**src/rtl/color_classifier_if.sv**
```systemverilog
`default_nettype none
// +--------------------------------------------------------------------------+
// | Module   : color_classifier_if                                           |
// | Brief    : Count-sample stream from the colour-sensor frequency stage.   |
// | Revision : 1.0  initial release                                          |
// +--------------------------------------------------------------------------+
interface color_classifier_if #(
    parameter int CNT_W = 32
);
    logic             cnt_valid;
    logic [1:0]       cnt_chan;
    logic [CNT_W-1:0] cnt_value;

    modport master (output cnt_valid, cnt_chan, cnt_value);
    modport slave  (input  cnt_valid, cnt_chan, cnt_value);
endinterface
`default_nettype wire

```
**src/rtl/color_classifier.sv**
```systemverilog
`default_nettype none
// +--------------------------------------------------------------------------+
// | Module   : color_classifier                                              |
// | Brief    : Frame assembly, R/B/G classification and debounced colour.    |
// |            Optional macro CLEAR_GATE_EN: dark frames classify as none.   |
// | Revision : 1.0  initial release                                          |
// +--------------------------------------------------------------------------+
module color_classifier #(
    parameter int CNT_W     = 32,
    parameter int RED_MAX   = 24,
    parameter int BLUE_MAX  = 21,
    parameter int GREEN_MAX = 19,
    parameter int STABLE_N  = 3,
    parameter int CLEAR_MIN = 8
) (
    input  wire logic          clk,
    input  wire logic          rst,
    color_classifier_if.slave  cnt,
    output logic [2:0]         color,
    output logic               color_changed,
    output logic               raw_valid,
    output logic [2:0]         raw_class,
    output logic               frame_err
);

    typedef enum logic [1:0] {
        S_COLLECT  = 2'd0,
        S_CLASSIFY = 2'd1,
        S_UPDATE   = 2'd2
    } state_t;

    localparam logic [1:0]       c_ch_red    = 2'b00;
    localparam logic [1:0]       c_ch_blue   = 2'b01;
    localparam logic [1:0]       c_ch_green  = 2'b11;
    localparam logic [1:0]       c_ch_clear  = 2'b10;
    localparam logic [CNT_W-1:0] c_red_max   = CNT_W'(RED_MAX);
    localparam logic [CNT_W-1:0] c_blue_max  = CNT_W'(BLUE_MAX);
    localparam logic [CNT_W-1:0] c_green_max = CNT_W'(GREEN_MAX);
    localparam logic [CNT_W-1:0] c_clear_min = CNT_W'(CLEAR_MIN);
    localparam logic [3:0]       c_stable    = 4'(STABLE_N);
`ifdef CLEAR_GATE_EN
    localparam logic             c_gate_en   = 1'b1;
`else
    localparam logic             c_gate_en   = 1'b0;
`endif

    state_t           r_state;
    state_t           w_next;
    logic [CNT_W-1:0] r_red;
    logic [CNT_W-1:0] r_blue;
    logic [CNT_W-1:0] r_green;
    logic [2:0]       r_have;     // {G, B, R}
    logic [2:0]       r_pend;     // next-frame samples seen while busy
    logic [2:0]       r_cand;
    logic [3:0]       r_agree;

    logic       w_is_clear;
    logic [2:0] w_ch_bit;
    logic       w_frame_ok;
    logic       w_frame_bad;
    logic       w_dark;
    logic       w_red_win;
    logic       w_blue_win;
    logic       w_green_win;
    logic [2:0] w_raw;

    assign w_is_clear  = cnt.cnt_valid && (cnt.cnt_chan == c_ch_clear);
    assign w_frame_ok  = w_is_clear && (r_state == S_COLLECT) && (&r_have);
    assign w_frame_bad = w_is_clear && (r_state == S_COLLECT) && !(&r_have);

    always_comb begin
        w_ch_bit = 3'b000;
        if (cnt.cnt_valid) begin
            case (cnt.cnt_chan)
                c_ch_red:   w_ch_bit = 3'b001;
                c_ch_blue:  w_ch_bit = 3'b010;
                c_ch_green: w_ch_bit = 3'b100;
                default:    w_ch_bit = 3'b000;
            endcase
        end
    end

    // The clear count is judged as it arrives, since the frame is classified on that same edge.
    assign w_dark      = c_gate_en && (cnt.cnt_value < c_clear_min);
    assign w_red_win   = (r_red < r_blue) && (r_red < r_green) && (r_red < c_red_max);
    assign w_blue_win  = (r_blue < r_red) && (r_blue < r_green) && (r_blue < c_blue_max);
    assign w_green_win = (r_green < r_red) && (r_green < r_blue) && (r_green < c_green_max);

    always_comb begin
        w_raw = 3'b000;
        if (!w_dark) begin
            if (w_red_win)        w_raw = 3'b001;
            else if (w_blue_win)  w_raw = 3'b010;
            else if (w_green_win) w_raw = 3'b100;
        end
    end

    always_ff @(posedge clk or posedge rst) begin
        if (rst) r_state <= S_COLLECT;
        else     r_state <= w_next;
    end

    always_comb begin
        w_next = r_state;
        case (r_state)
            S_COLLECT:  if (w_frame_ok) w_next = S_CLASSIFY;
            S_CLASSIFY: w_next = S_UPDATE;
            S_UPDATE:   w_next = S_COLLECT;
            default:    w_next = S_COLLECT;
        endcase
    end

    always_ff @(posedge clk or posedge rst) begin
        if (rst) begin
            r_red         <= '0;
            r_blue        <= '0;
            r_green       <= '0;
            r_have        <= 3'b000;
            r_pend        <= 3'b000;
            r_cand        <= 3'b000;
            r_agree       <= 4'd0;
            color         <= 3'b000;
            color_changed <= 1'b0;
            raw_valid     <= 1'b0;
            raw_class     <= 3'b000;
            frame_err     <= 1'b0;
        end else begin
            color_changed <= 1'b0;
            raw_valid     <= 1'b0;
            frame_err     <= 1'b0;
            if (w_ch_bit[0]) r_red   <= cnt.cnt_value;
            if (w_ch_bit[1]) r_blue  <= cnt.cnt_value;
            if (w_ch_bit[2]) r_green <= cnt.cnt_value;
            case (r_state)
                S_COLLECT: begin
                    r_have <= r_have | w_ch_bit;
                    if (w_frame_bad) begin
                        frame_err <= 1'b1;
                        r_have    <= 3'b000;
                    end
                    if (w_frame_ok) begin
                        raw_class <= w_raw;
                        raw_valid <= 1'b1;
                        if (w_raw == r_cand) begin
                            r_agree <= (r_agree == c_stable) ? r_agree : r_agree + 4'd1;
                        end else begin
                            r_cand  <= w_raw;
                            r_agree <= 4'd1;
                        end
                    end
                end
                S_CLASSIFY: begin
                    r_pend <= r_pend | w_ch_bit;
                    if ((r_agree == c_stable) && (r_cand != color)) begin
                        color         <= r_cand;
                        color_changed <= 1'b1;
                    end
                end
                S_UPDATE: begin
                    r_have <= r_pend | w_ch_bit;
                    r_pend <= 3'b000;
                end
                default: r_have <= 3'b000;
            endcase
        end
    end

endmodule
`default_nettype wire

```
**src/flat_wrapper.sv**
```systemverilog
// flat-port wrapper written by rule: the top's interface ports become plain ports
module color_classifier_flat 
#(
    parameter int CNT_W     = 32,
    parameter int RED_MAX   = 24,
    parameter int BLUE_MAX  = 21,
    parameter int GREEN_MAX = 19,
    parameter int STABLE_N  = 3,
    parameter int CLEAR_MIN = 8
)
  (clk, rst, color, color_changed, raw_valid, raw_class, frame_err, cnt_cnt_valid, cnt_cnt_chan, cnt_cnt_value);
  color_classifier_if #(.CNT_W(CNT_W)) cnt_i ();
  input  wire logic clk;
  input  wire logic rst;
  output logic [2:0] color;
  output logic color_changed;
  output logic raw_valid;
  output logic [2:0] raw_class;
  output logic frame_err;
  input wire logic [$bits(cnt_i.cnt_valid)-1:0] cnt_cnt_valid;
  input wire logic [$bits(cnt_i.cnt_chan)-1:0] cnt_cnt_chan;
  input wire logic [$bits(cnt_i.cnt_value)-1:0] cnt_cnt_value;
  assign cnt_i.cnt_valid = cnt_cnt_valid;
  assign cnt_i.cnt_chan = cnt_cnt_chan;
  assign cnt_i.cnt_value = cnt_cnt_value;
  color_classifier #(.CNT_W(CNT_W), .RED_MAX(RED_MAX), .BLUE_MAX(BLUE_MAX), .GREEN_MAX(GREEN_MAX), .STABLE_N(STABLE_N), .CLEAR_MIN(CLEAR_MIN)) u_core (.clk(clk), .rst(rst), .cnt(cnt_i), .color(color), .color_changed(color_changed), .raw_valid(raw_valid), .raw_class(raw_class), .frame_err(frame_err));
endmodule
```
**config.mk**
```make
export PLATFORM = sky130hd
export DESIGN_NAME = color_classifier_flat
export DESIGN_NICKNAME = d
export VERILOG_FILES = /design/src/rtl/color_classifier_if.sv /design/src/rtl/color_classifier.sv /design/src/flat_wrapper.sv
export SDC_FILE = /design/constraint.sdc
export NUM_CORES = 1
export LEC_CHECK = 0
export BUFFER_PORTS_ARGS = -buffer_cell sky130_fd_sc_hd__buf_2
export CAP_MARGIN = 10
export CORE_MARGIN = 4
export CORE_UTILIZATION = 40
export CTS_CLUSTER_SIZE = 8
export DETAILED_ROUTE_END_ITERATION = 16
export PLACE_DENSITY_LB_ADDON = 0.2
export SLEW_MARGIN = 20
export SYNTH_ARGS = -nofsm -noshare
export SYNTH_HDL_FRONTEND = slang
export SYNTH_SLANG_ARGS = --single-unit
```
**constraint.sdc**
```tcl
create_clock -name clk -period 9.4 [get_ports clk]
set_input_delay 0 -clock clk [delete_from_list [all_inputs] [get_ports clk]]
set_output_delay 0 -clock clk [all_outputs]
set_load 0.01 [all_outputs]
```
### Word-level counts from Yosys, hierarchy flattened

Index checks and enable logic that the tools add are counted.

| cells by class | value |
|---|---|
| add/sub/neg operators | 1 |
| $lt $le $gt $ge | 9 |
| eq/ne operators | 10 |
| muxes and demuxes | 18 |
| bitwise operators | 3 |
| reduce and logical (&&, ||, !) cells | 20 |

Operator list:

| kind | count |
|---|---|
| $lt A32 B32 Y1 | 6 |
| $lt A32 B5 Y1 const B | 3 |
| $pmux W3 S3 | 2 |
| $mux W3 | 5 |
| $logic_and A1 B1 Y1 | 11 |
| $reduce_and A3 Y1 | 3 |
| $mux W4 | 2 |
| $eq A2 B2 Y1 const B | 3 |
| $mux W1 | 6 |
| $or A3 B3 Y3 | 2 |
| $pmux W3 S2 | 1 |
| $add A4 B1 Y4 const B | 1 |
| $eq A2 B1 Y1 const B | 2 |
| $eq A4 B2 Y1 const B | 1 |
| $logic_not A2 Y1 | 2 |
| $pmux W2 S2 | 1 |
| $reduce_and A2 Y1 | 2 |
| $eq A3 B3 Y1 | 1 |
| $ne A3 B3 Y1 | 1 |
| $mux W2 | 1 |
| $ne A2 B1 Y1 const B | 1 |
| $ne A2 B2 Y1 const B | 1 |
| $reduce_bool A2 Y1 | 1 |
| $logic_not A1 Y1 | 1 |
| $not A1 Y1 | 1 |

| storage, ports and cells | value |
|---|---|
| flip-flop bits (word level) | 120 |
| input port bits | 37 |
| output and inout bits | 9 |
| logic and storage cells | 74 |

### Logic depth before layout (Yosys ltp)

| depth | value |
|---|---|
| word-level depth | 9 |
| mapped depth | 11 |
| gate-level depth less buffers | 11 |

### Least setup slack after synthesis

OpenSTA, ideal clock, no wires.

| path | value |
|---|---|
| kind | flip-flop to flip-flop |
| start point | register u_core.r_green[5] |
| end point | register u_core.r_agree[0] |
| library setup time | 0.125 ns |
| data arrival time | 2.784 ns |
| data required time | 9.275 ns |
| slack | 6.491 ns |
| cell stages (with the launch flop) | 12 |
| clock period less this slack | 2.909 ns |
| cells stage by stage | dfrtp_1 inv_1 ha_1 a21o_1 a221o_1 a221oi_2 a31oi_1 nor4_4 a31oi_1 nor4_2 nand4b_1 mux2_4 |

| on the way | value |
|---|---|
| word-level cells in the longest chain between the ends | 9 |

Ends and longest elaborated chain:

| element | RTL line | text |
|---|---|---|
| from (decl) | color_classifier.sv:51 | `logic [CNT_W-1:0] r_green;` |
| from (signal assigned) | color_classifier.sv:133 | `if (w_ch_bit[2]) r_green <= cnt.cnt_value;` |
| $lt A32 B32 Y1 | color_classifier.sv:87 | `assign w_green_win = (r_green < r_red) && (r_green < r_blue) && (r_green < c_green_max);` |
| $logic_and A1 B1 Y1 (2 in a row) | color_classifier.sv:87 |  |
| $mux W3 | color_classifier.sv:94 | `else if (w_green_win) w_raw = 3'b100;` |
| $mux W3 | color_classifier.sv:93 | `else if (w_blue_win) w_raw = 3'b010;` |
| $mux W3 * | color_classifier.sv:92 | `if (w_red_win) w_raw = 3'b001;` |
| $eq A3 B3 Y1 * | color_classifier.sv:144 | `if (w_raw == r_cand) begin` |
| $ne A2 B2 Y1 (no source line) | -- |  |
| $reduce_and A3 Y1 (no source line) | -- |  |
| to (signal assigned) | color_classifier.sv:145 | `r_agree <= (r_agree == c_stable) ? r_agree : r_agree + 4'd1;` |
| to (decl) | color_classifier.sv:55 | `logic [3:0] r_agree;` |

Mark *: on every way between the ends. The rest lies on a longest branch, timed or not.
A chain may end at the register's enable or synchronous reset.

### Final worst setup path

| path | value |
|---|---|
| start point | register u_core.r_green[7] |
| end point | register u_core.r_agree[0] |

The elaborated chain is that of the path after synthesis.

==> qor.csv <==
metric,value,unit
Pre-antenna DRT Iters,5,
CP Launch Point,u_core.r_green[7]$_DFFE_PP0P_,
Synth cell types,46,
post-synthesis async set-or-reset flop share,100,%
clk_skew,9.93,ps
maximum vdd drop,0.000147,V
Achievable Freq,298,MHz
final worst-path cycle share,35.7,%
post-synthesis sequential area ratio,42.2,%
GR Overflow Total,0,
synthesized instance count,691,
Root Driver,clkbuf_16,
"EDFF count, synth",0,
critical path type,flop to flop,
worst slew pin tran,971,ps
CTS buffer count,17,
"non-filler cells, final",1017,
Final GP Congestion,0.903,
Worst slew margin,35.3,%
TNS Setup,0,ps
"CTS clk-pin slew, worst paths",60,ps
most common cell in the netlist,dfrtp_1,
syn_nets,828,
crit path launch type,flop,
wire per inst,17.8,um
# hold bufs at CTS,35,
I/O Buffers,45,
# diodes,0,
Initial Util,41.0,%
crit-path max FO,6,
min-delay src,cnt_cnt_valid,
Routed Antenna Nets,0,
vias per cell,5.47,
Core Region,17400,um2
CTS Sinks,120,
later-pin clock latency in the skew report,420,ps
layout cells sized above 1,19.9,%
Area Overhead vs Synth,20.2,%
final worst path period need,3350,ps
Resized cells post-CTS,0,
Critical Path End Type,flop,
placed inst area,7600,um2
pwr/cell area,225,nW/um2
"area leader, netlist",dfrtp_1,
I/O pin cnt,46,
Die ar.,20000,um2
Total GRT Usage,19.4,%
placed wire-length estimate,13.4,mm
Cells after DPL,950,
first-pass GRT wire length,30.4,mm
vias in the first global route,5919,
Die Ht,141,um
final wirelength,18.1,mm
Slew Limit Fails,0,
"Req. time, crit path",9700,ps
synthesized area,7110,um2
final setup violating endpoints,0,
WP data arrival,3660,ps
# rows,48,
status,completed,
# H-tree levels,4,
Worst Hold Class,primary input to flop,
via count,5562,
FF-to-FF setup slack,6050,ps
Fin. Hold Viols,0,
CTS max path bufs,2,
RSZ-0062 raised after global routing,no,
Post-synth top cells,"120 x dfrtp_1, 100 x ha_1, 75 x nand2_1",
largest cells by area after synthesis,"dfrtp_1 42%, ha_1 18%, mux2_2 10%, nand2_1 4.0%, inv_1 3.9%",
Ys Warns,0,
antenna violations before repair,0,
Post-Syn Area per Cell,10.3,um2
die width,141,um
pin count of the biggest net entering global routing,77,
Post-CTS Setup Inserts,0,
dominant synthesized flop cell,dfrtp_1,
Starting DRT DRC Count,307,
Reg-to-Reg Start,u_core.r_green[7]$_DFFE_PP0P_,
CTS tree,yes,
overall power,1.93,mW
fin area,8550,um2
Synth top area share,42.2,%
drt drc,0,
Yosys reg bits,120,
LEAKAGE,4.06,nW
Final #Nets,916,
max-cap check violation count,0,
-- worst max-delay path, stage by stage (launching register included) --
cell and delay, ps:
dfrtp_1 370, inv_1 90, ha_1 300, and2_2 200, a221o_1 340, a221oi_2 290, a31oi_1 190, nor4_4 430
a31oi_1 150, nor4_2 420, a31oi_1 180, mux2_4 290
-- report_power, final --
group / internal, mW / switching (mW) / leakage [nW] / total [mW]
clock network: 0.422 / 0.240 / 0.278 / 0.662
registers: 0.613 / 0.0994 / 1.47 / 0.712
logic: 0.252 / 0.300 / 2.32 / 0.552
-- sequential cells by signal (all words and copies together) (netlist names), 4 cells and up --
register and flops:
u_core.r_red 32, u_core.r_green 32, u_core.r_agree 4, u_core.r_blue 32
-- final cells by class --
type	instances	area (um2)
clock buffer	20	447
clock inverter	12	151
fill	1579	8810
inverter	74	280
multi-input combinational	482	3780
sequential	120	3000
tap	225	282
timing repair buffer	84	606
-- path summary, 6_finish.rpt --
| check | endpoint | cells after the start |
|---|---|---|
| worst max-delay path | u_core.r_agree[0]$_DFFE_PP0P_ | 11 |
| worst min-delay path | u_core.frame_err$_DFF_PP0_ | 4 |
| worst max register to register | u_core.r_agree[0]$_DFFE_PP0P_ | 11 |
| worst min register to register | u_core.raw_class[1]$_DFFE_PP0P_ | 2 |
| max in group asynchronous | u_core.r_red[15]$_DFFE_PP0P_ | 4 |
| min in group asynchronous | u_core.r_agree[1]$_DFFE_PP0P_ | 3 |
-- cell families (layout without fill, tap and decap cells) --
group                    after synthesis  in the layout  synth area share (%)
XOR/XNOR                               4              4                 0.493
AND/OR/NAND/NOR                      178            178                  13.1
buffers and inverters                 89            190                  4.75
multiplexers                          67             67                  10.7
AO/OA/AOI/OAI                        133            133                  11.1
adder cells (fa/ha/maj)              100            100                  17.6
flip-flops                           120            120                  42.2
-- layout by cell type, fill, tap and decap left out, types with 10 or more instances in the layout --
cell and n:
a21o_1 12, a21oi_1 45, buf_2 45, clkbuf_16 17, dfrtp_1 120, dlygate4sd3_1 35, ha_1 100, inv_1 73
mux2_2 66, nand2_1 75, nand3_1 18, nand4_1 22, nor3_1 10, nor4_1 22, o21ai_0 49
-- layer usage --
metal / track usage (%) / vias up / share of wire, %
li1: - / 2689 / -
met1: 25.2 / 2746 / 46
met2: 32.7 / 99 / 48
met3: 3.71 / 28 / 3.4
met4: 6.37 / 0 / 1.9
met5: 0 / - / 0
-- metrics by stage --
step / utilization [%] / setup slack (ps) / hold slack, ps
detailed placement: 43.8 / 6080 / 94.8
finish: 49.2 / 6050 / 38.1
global placement: 43.8 / 6140 / 84.1
CTS: 49.2 / 6050 / 30.1
floorplan: - / 6210 / 117
global route: 49.2 / 5850 / 88.8
Power figures use the tool's default switching activity.
